**src/rtl/sec_report_sched_pkg.sv**
```systemverilog
// Shared types and constants for the PPS seconds report scheduler.
// Holds the FSM state encoding, ASCII codes, widths and one double-dabble step.
// Imported by the converter, the top level and the testbench.
package sec_report_pkg;

  localparam int SEC_W      = 16;
  localparam int BCD_DIGITS = 5;
  localparam int BCD_W      = 4 * BCD_DIGITS;

  localparam logic [7:0] ASCII_0  = 8'h30;
  localparam logic [7:0] ASCII_CR = 8'h0D;
  localparam logic [7:0] ASCII_LF = 8'h0A;

  typedef enum logic [2:0] {
    IDLE,
    CONV,
    SEND,
    CR,
    LF
  } state_t;

  // One double-dabble iteration: add 3 to every nibble >= 5, then shift the
  // next binary bit in at the bottom.
  function automatic logic [BCD_W-1:0] dd_step(input logic [BCD_W-1:0] bcd,
                                               input logic             bin_msb);
    logic [BCD_W-1:0] adj;
    adj = bcd;
    for (int i = 0; i < BCD_DIGITS; i++) begin
      if (adj[4*i +: 4] >= 4'd5) adj[4*i +: 4] = adj[4*i +: 4] + 4'd3;
    end
    return {adj[BCD_W-2:0], bin_msb};
  endfunction

endpackage

```
**src/rtl/sec_report_sched_if.sv**
```systemverilog
// Byte-stream valid/ready link from the report scheduler to the UART TX.
// Ports: tx_data (ASCII byte), tx_valid (byte offered), tx_ready (byte taken).
// master = byte producer (scheduler), slave = byte consumer (UART TX).
interface sec_report_sched_if;
  import sec_report_pkg::*;

  logic [7:0] tx_data;
  logic       tx_valid;
  logic       tx_ready;

  modport master (output tx_data, output tx_valid, input tx_ready);
  modport slave  (input tx_data, input tx_valid, output tx_ready);

endinterface

```
**src/rtl/sec_report_sched_bin2bcd_seq.sv**
```systemverilog
// Iterative 16-bit binary to 5-digit BCD converter (double-dabble).
// Ports: start/bin load a value; bcd holds the result, done pulses one cycle.
// Latency: 16 cycles from start to done; no backpressure, start is ignored-free.
import sec_report_pkg::*;

module bin2bcd_seq (
  input  logic             clk_50m,
  input  logic             reset_n,
  input  logic             start,
  input  logic [SEC_W-1:0] bin,
  output logic [BCD_W-1:0] bcd,
  output logic             done
);

  logic [BCD_W-1:0] bcd_q;
  logic [SEC_W-1:0] bin_q;
  logic [3:0]       cnt_q;
  logic             done_q;

  // The load cycle already performs the first shift, so the remaining 15
  // shifts finish exactly 16 cycles after start and done lines up with the
  // final value being visible on bcd.
  always_ff @(posedge clk_50m or negedge reset_n) begin
    if (!reset_n) begin
      bcd_q  <= '0;
      bin_q  <= '0;
      cnt_q  <= 4'd0;
      done_q <= 1'b0;
    end else begin
      done_q <= 1'b0;
      if (start) begin
        bcd_q <= dd_step('0, bin[SEC_W-1]);
        bin_q <= {bin[SEC_W-2:0], 1'b0};
        cnt_q <= 4'd15;
      end else if (cnt_q != 4'd0) begin
        bcd_q  <= dd_step(bcd_q, bin_q[SEC_W-1]);
        bin_q  <= {bin_q[SEC_W-2:0], 1'b0};
        cnt_q  <= cnt_q - 4'd1;
        done_q <= (cnt_q == 4'd1);
      end
    end
  end

  assign bcd  = bcd_q;
  assign done = done_q;

endmodule

```
**src/rtl/sec_report_sched.sv**
```systemverilog
// PPS-triggered ASCII seconds reporter: snapshot, convert, send digits + CR/LF.
// Ports: clk_50m/reset_n, en/second/pps from the timer, tx byte stream,
// busy/overrun/frame_done status. First byte D+17 after the PPS edge cycle D;
// bytes hold until tx_ready, PPS edges while busy are dropped and flagged.
import sec_report_pkg::*;

module sec_report_sched #(
  parameter logic LEADING_ZERO = 1'b0,
  parameter logic SEND_CRLF    = 1'b1
) (
  input  logic                      clk_50m,
  input  logic                      reset_n,
  input  logic                      en,
  input  logic [SEC_W-1:0]          second,
  input  logic                      pps,
  sec_report_sched_if.master        tx,
  output logic                      busy,
  output logic                      overrun,
  output logic                      frame_done
);

  state_t           state_q, state_d;
  logic [2:0]       idx_q, idx_d;
  logic             pps_d_q;
  logic             overrun_q;
  logic             frame_done_q, frame_done_d;
  logic             edge_det;
  logic             conv_start;
  logic             conv_done;
  logic             xfer;
  logic [BCD_W-1:0] bcd;
  logic [3:0]       cur_digit;

  assign edge_det   = pps & ~pps_d_q;
  assign busy       = (state_q != IDLE);
  assign conv_start = edge_det & en & ~busy;
  assign xfer       = tx.tx_valid & tx.tx_ready;
  assign cur_digit  = bcd[{idx_q, 2'b00} +: 4];

  // The converter's input register is the snapshot of second: it is loaded
  // only in the detection cycle, so later changes on second have no effect.
  bin2bcd_seq u_bin2bcd (
    .clk_50m (clk_50m),
    .reset_n (reset_n),
    .start   (conv_start),
    .bin     (second),
    .bcd     (bcd),
    .done    (conv_done)
  );

  always_comb begin
    state_d      = state_q;
    idx_d        = idx_q;
    frame_done_d = 1'b0;
    tx.tx_valid  = 1'b0;
    tx.tx_data   = 8'h00;
    case (state_q)
      IDLE: begin
        if (conv_start) state_d = CONV;
      end
      CONV: begin
        if (conv_done) begin
          state_d = SEND;
          idx_d   = 3'(BCD_DIGITS - 1);
          // Start at the highest non-zero digit; digit 0 is always sent.
          if (!LEADING_ZERO) begin
            idx_d = 3'd0;
            for (int i = 1; i < BCD_DIGITS; i++) begin
              if (bcd[4*i +: 4] != 4'd0) idx_d = 3'(i);
            end
          end
        end
      end
      SEND: begin
        tx.tx_valid = 1'b1;
        tx.tx_data  = ASCII_0 + {4'h0, cur_digit};
        if (xfer) begin
          if (idx_q != 3'd0) begin
            idx_d = idx_q - 3'd1;
          end else if (SEND_CRLF) begin
            state_d = CR;
          end else begin
            state_d      = IDLE;
            frame_done_d = 1'b1;
          end
        end
      end
      CR: begin
        tx.tx_valid = 1'b1;
        tx.tx_data  = ASCII_CR;
        if (xfer) state_d = LF;
      end
      LF: begin
        tx.tx_valid = 1'b1;
        tx.tx_data  = ASCII_LF;
        if (xfer) begin
          state_d      = IDLE;
          frame_done_d = 1'b1;
        end
      end
      default: state_d = IDLE;
    endcase
  end

  always_ff @(posedge clk_50m or negedge reset_n) begin
    if (!reset_n) begin
      pps_d_q      <= 1'b0;
      state_q      <= IDLE;
      idx_q        <= 3'd0;
      overrun_q    <= 1'b0;
      frame_done_q <= 1'b0;
    end else begin
      pps_d_q      <= pps;
      state_q      <= state_d;
      idx_q        <= idx_d;
      // An edge on the final-transfer cycle still sees a non-idle state and
      // is reported as an overrun rather than starting a new frame.
      overrun_q    <= edge_det & busy;
      frame_done_q <= frame_done_d;
    end
  end

  assign overrun    = overrun_q;
  assign frame_done = frame_done_q;

endmodule

```
**src/flat_wrapper.sv**
```systemverilog
// flat-port wrapper written by rule: the top's interface ports become plain ports
module sec_report_sched_flat 
#(
  parameter logic LEADING_ZERO = 1'b0,
  parameter logic SEND_CRLF    = 1'b1
)
  (clk_50m, reset_n, en, second, pps, busy, overrun, frame_done, tx_tx_data, tx_tx_valid, tx_tx_ready);
  sec_report_sched_if tx_i ();
  input  logic clk_50m;
  input  logic reset_n;
  input  logic en;
  input  logic [SEC_W-1:0] second;
  input  logic pps;
  output logic busy;
  output logic overrun;
  output logic frame_done;
  output wire logic [$bits(tx_i.tx_data)-1:0] tx_tx_data;
  output wire logic [$bits(tx_i.tx_valid)-1:0] tx_tx_valid;
  input wire logic [$bits(tx_i.tx_ready)-1:0] tx_tx_ready;
  assign tx_tx_data = tx_i.tx_data;
  assign tx_tx_valid = tx_i.tx_valid;
  assign tx_i.tx_ready = tx_tx_ready;
  sec_report_sched #(.LEADING_ZERO(LEADING_ZERO), .SEND_CRLF(SEND_CRLF)) u_core (.clk_50m(clk_50m), .reset_n(reset_n), .en(en), .second(second), .pps(pps), .tx(tx_i), .busy(busy), .overrun(overrun), .frame_done(frame_done));
endmodule
```
**config.mk**
```make
export PLATFORM = sky130hd
export DESIGN_NAME = sec_report_sched_flat
export DESIGN_NICKNAME = d
export VERILOG_FILES = /design/src/rtl/sec_report_sched_pkg.sv /design/src/rtl/sec_report_sched_if.sv /design/src/rtl/sec_report_sched_bin2bcd_seq.sv /design/src/rtl/sec_report_sched.sv /design/src/flat_wrapper.sv
export SDC_FILE = /design/constraint.sdc
export NUM_CORES = 1
export LEC_CHECK = 0
export BUFFER_PORTS_ARGS = -buffer_cell sky130_fd_sc_hd__buf_2
export CORE_AREA = 4 4 85 87
export DETAILED_ROUTE_END_ITERATION = 10
export DIE_AREA = 0 0 89 91
export PLACE_DENSITY_LB_ADDON = 0.2
export REMOVE_ABC_BUFFERS = 1
export SLEW_MARGIN = 25
export SYNTH_ARGS = -nofsm -noshare
export SYNTH_HDL_FRONTEND = slang
export SYNTH_SLANG_ARGS = --single-unit
```
**constraint.sdc**
```tcl
create_clock -name clk_50m -period 4.2 [get_ports clk_50m]
set_input_delay 0.42 -clock clk_50m [delete_from_list [all_inputs] [get_ports clk_50m]]
set_output_delay 0.42 -clock clk_50m [all_outputs]
set_load 0.01 [all_outputs]
```
Word-level counts from Yosys, hierarchy flattened
Index checks and enable logic that the tools add are counted.
- register bits: 50
- bits of input ports: 21
- add/subtract/negate cells: 8
- order comparisons: 5
- eq/ne operators: 12
- shift-type cells: 1
- mux-type cells: 32
- bitwise logic cells: 7
- reductions and logical operators: 13
- operators by type and width (cell ; count):
    $mux W20 ; 2
    $mux W3 ; 11
    $mux W16 ; 2
    $mux W4 ; 6
    $pmux W8 S3 ; 1
    $ge A4 B3 Y1 const B ; 5
    $reduce_bool A4 Y1 ; 5
    $shiftx A20 B6 Y4 ; 1
    $add A4 B2 Y4 const B ; 4
    $pmux W3 S5 ; 1
    $ne A2 B1 Y1 const B ; 5
    $add A6 B4 Y7 const A ; 1
    $eq A3 B2 Y1 const B ; 2
    $mux W1 ; 6
    $pmux W3 S2 ; 1
    $reduce_and A6 Y1 ; 1
    $reduce_bool A3 Y1 ; 2
    $and A1 B1 Y1 ; 5
    $eq A4 B1 Y1 const B ; 1
    $mux W2 ; 2
    $ne A2 B2 Y1 const B ; 2
    $reduce_and A4 Y1 ; 1
    $reduce_bool A2 Y1 ; 2
    $sub A4 B1 Y4 const B ; 1
    other kinds (7) ; 8

Logic depth before layout (Yosys ltp)
- depth in word-level cells: 7
- mapped depth: 8
- gate-level depth less buffers: 6

By module
From an unflattened synthesis, not the netlist that was laid out.
- cell total of the unflattened synthesis: 330
- area total of the unflattened synthesis: 3080.5 um^2
- by module, submodules not included (module ; times used ; cells each ; area an instance (um^2) ; seq. area each (um^2)):
    bin2bcd_seq ; 1 ; 249 ; 2342.2 ; 1001.0
    sec_report_sched ; 1 ; 81 ; 738.2 ; 225.2

Least setup slack after synthesis
No wires, ideal clock.
- path kind: register -> output
- from: reg u_core.idx_q[0]
- to: out tx_tx_data[0]
- arrival: 1.398 ns
- data required time: 3.780 ns
- path slack: 2.382 ns
- stages on the path, launching flop included: 5
- cell sequence: dfrtp_1 > clkbuf_1 > mux4_2 > a221oi_1 > nor2_1
- cells in the longest elaborated chain, start to end: 3
- RTL lines (item ; line ; source):
    start, declared ; sec_report_sched.sv:23 ; logic [2:0] idx_q, idx_d;
    start signal, assigned ; sec_report_sched.sv:115 ; idx_q <= idx_d;
    $shiftx A20 B6 Y4 ; sec_report_sched.sv:38 ; assign cur_digit = bcd[{idx_q, 2'b00} +: 4];
    $add A6 B4 Y7 ; sec_report_sched.sv:76 ; tx.tx_data = ASCII_0 + {4'h0, cur_digit};
    $pmux W8 S3 ; sec_report_sched.sv:57 ; case (state_q)
    end, declared ; flat_wrapper.sv:17 ; output wire logic [$bits(tx_i.tx_data)-1:0] tx_tx_data;
Every way passes these cells.

Worst setup path after layout
- from: reg u_core.idx_q[1]
- to: out tx_tx_data[3]
Same word-level chain as after synthesis.

==> flow_summary.toml <==
[run_status]
outcome = "complete, no violations"

[worst_setup_path]
cp_max_fo = 9
cp.arrival_ns = 1.96
path_class = "flip-flop to primary output"
required_ns = 3.78
crit_path_end_kind = "primary output"
cp-start-kind = "flip-flop"

[power]
powerDensity_nw_per_um2 = 711
power.leakage_nw = 1.42
vdd_drop_max_uv = 271

[timing]
worst_slack_ns = 1.82
finalMaxSlewViolations = 0
max_slew_margin = 0.482
hold_viol_final = 0
rsz0062_at_grt = "no"
finalCritPeriodShare = 0.567
layout_min_cycle_time_ns = 2.38
max_freq_mhz = 420
worstMarginPinSlew_ns = 0.774
setup_viol = 0
setup_tns_ns = 0
finalClockSkew_ns = 0.00374

[routing]
viasPerCell = 5.50
post_drt_wl_per_cell_um = 14.2
first_iter_violations = 126
drtPass1Iterations = 4
vias = 2270
remaining_drc_errors = 0
routed_wl_um = 5860
ant_nets = 0

[yosys]
ys.flop_type = "dfrtp_1"
synth_edf_count = 0
yosysUniqueCellTypes = 44
ys_ff_latch = 49
async_reset_ff_frac = 1.00
ys_warn_count = 0
syn_area_um2 = 2860
syn_inst = 315
avgSynthCellArea_um2 = 9.09
ys_seq_area_frac = 0.428

[global_route]
overflow = 0
grt_pass1_vias = 2093
grt_start_max_net_pins = 50
grtUsageTotal = 0.150
grt_pass1_wl_um = 9720
antenna_found_initial = 0

[clock_tree]
clock_path_buffers = 2
post_cts_buffers = 0
cts_made_buffers = 5
clock_sinks = 49
clkTransAtPathRegs_ns = 0.09
clk_latency_ns = 0.30
cts_tree = "yes"
h-tree-depth = 2
cts-resized-gates = 0
hold_buffers = 0
clockRootBuffer = "clkbuf_8"

[place]
dp.cells = 405
dpl.hpwl_um = 3960
dp_slack_ns = 2.09
place.port_buffers = 30
gp_congestion = 0.812

[floorplan]
floorplan.initialDensity = 0.451
fp.dieW_um = 89
die_y_um = 91
ios = 33
core_area_um2 = 6350
rows = 29
die-area_um2 = 8100

[final_layout]
drive_above_1_share = 0.164
final_common_cell = "dfrtp_1"
fill_cells = 610
area_growth_pct = 8.04
stdcell_count = 413
n_antenna_cell = 0
mostFrequentLayoutCells = "49 x dfrtp_1, 44 x nand2_1, 30 x nor2_1, 30 x buf_2, 18 x a21oi_1"
nNetsFinal = 370

[job]
maxCapViolCount = 0

[worst_hold_path]
min_path_type = "primary input to asynchronous set/reset pin"
-- layout make-up --
class | instances | area [um2] | share of cell area
clock buffers | 7 | 76.3 | 0.0247
clock inverters | 1 | 7.51 | 0.00243
inverters | 16 | 60.1 | 0.0194
multi-input cells | 230 | 1450 | 0.470
flip-flops and latches | 49 | 1230 | 0.396
well taps | 77 | 96.3 | 0.0311
repair buffers | 33 | 173 | 0.0558
-- path summary, 6_finish.rpt --
path	from	endpoint	slack [ns]	depth (start not counted)
setup / recovery	u_core.idx_q[1]$_DFFE_PN0P_	tx_tx_data[3]	1.82	4
hold / removal	reset_n	u_core.u_bin2bcd.bcd[18]$_DFFE_PN0P_	0.21	2
setup reg to reg	u_core.u_bin2bcd.cnt_q[0]$_DFFE_PN0P_	u_core.u_bin2bcd.bcd[17]$_DFFE_PN0P_	2.09	5
hold reg to reg	u_core.u_bin2bcd.bin_q[1]$_DFFE_PN0P_	u_core.u_bin2bcd.bin_q[1]$_DFFE_PN0P_	0.52	2
max in group asynchronous	reset_n	u_core.idx_q[2]$_DFFE_PN0P_	3.55	2
min in group clk_50m	pps	u_core.pps_d_q$_DFF_PN0_	0.24	1
-- worst max-delay path, stage by stage (launching register included) --
cell and delay (ns):
dfrtp_1 0.57, mux4_2 0.57, a221oi_1 0.28, o21ai_0 0.10, buf_2 0.14
-- cell usage after synthesis (5+ instances only) --
library cell / number / area, um2
a21oi_1: 18 / 90.1
a31oi_1: 16 / 100
buf_6: 5 / 56.3
clkbuf_1: 10 / 37.5
dfrtp_1: 49 / 1230
ha_1: 14 / 175
inv_1: 16 / 60.1
mux2_2: 5 / 56.3
nand2_1: 44 / 165
nand2b_1: 8 / 50.1
nand3_1: 16 / 80.1
nor2_1: 30 / 113
o21ai_0: 14 / 70.1
o21ai_1: 9 / 45.0
xnor2_1: 6 / 52.6
-- power breakdown --
part	internal, mW	switching, mW
combinational	0.501	0.502
sequential	0.678	0.244
clock	0.118	0.155
total	1.30	0.902
-- cells by family after synthesis --
family,Yosys count,share of synthesized area
flip-flops,49,0.428
multiplexers,12,0.0616
AND/OR/NAND/NOR,122,0.208
XOR/XNOR,6,0.0184
other,1,0.00131
AO/OA/AOI/OAI,74,0.155
buffers and inverters,37,0.0669
adder cells (fa/ha/maj),14,0.0612
-- per-stage QoR --
step	hold WS, ns	power (mW)	instance area [um2]	util
global route	0.221	2.41	3090	0.487
finish	0.206	2.20	3090	0.487
CTS	0.228	2.22	3090	0.487
global placement	0.484	1.91	3010	0.474
floorplan	0.124	1.67	2740	-
detailed placement	0.492	1.94	3010	0.474
-- routing by layer --
layer,global-route usage,vias up,wire [um]
met2,0.227,40,2590
li1,-,1132,-
met3,0.0317,5,225
met4,0.0533,0,57
met1,0.211,1093,2990
met5,0,-,0
-- registers in the layout, summed over array words and instances, names as in the netlist --
signal and count:
u_core.overrun 1, u_core.u_bin2bcd.done 1, u_core.u_bin2bcd.cnt_q 4, u_core.u_bin2bcd.bcd 20, u_core.pps_d_q 1, u_core.u_bin2bcd.bin_q 15, u_core.state_q 3, u_core.idx_q 3
u_core.frame_done 1
No activity file was read; power rests on OpenSTA's default activity.
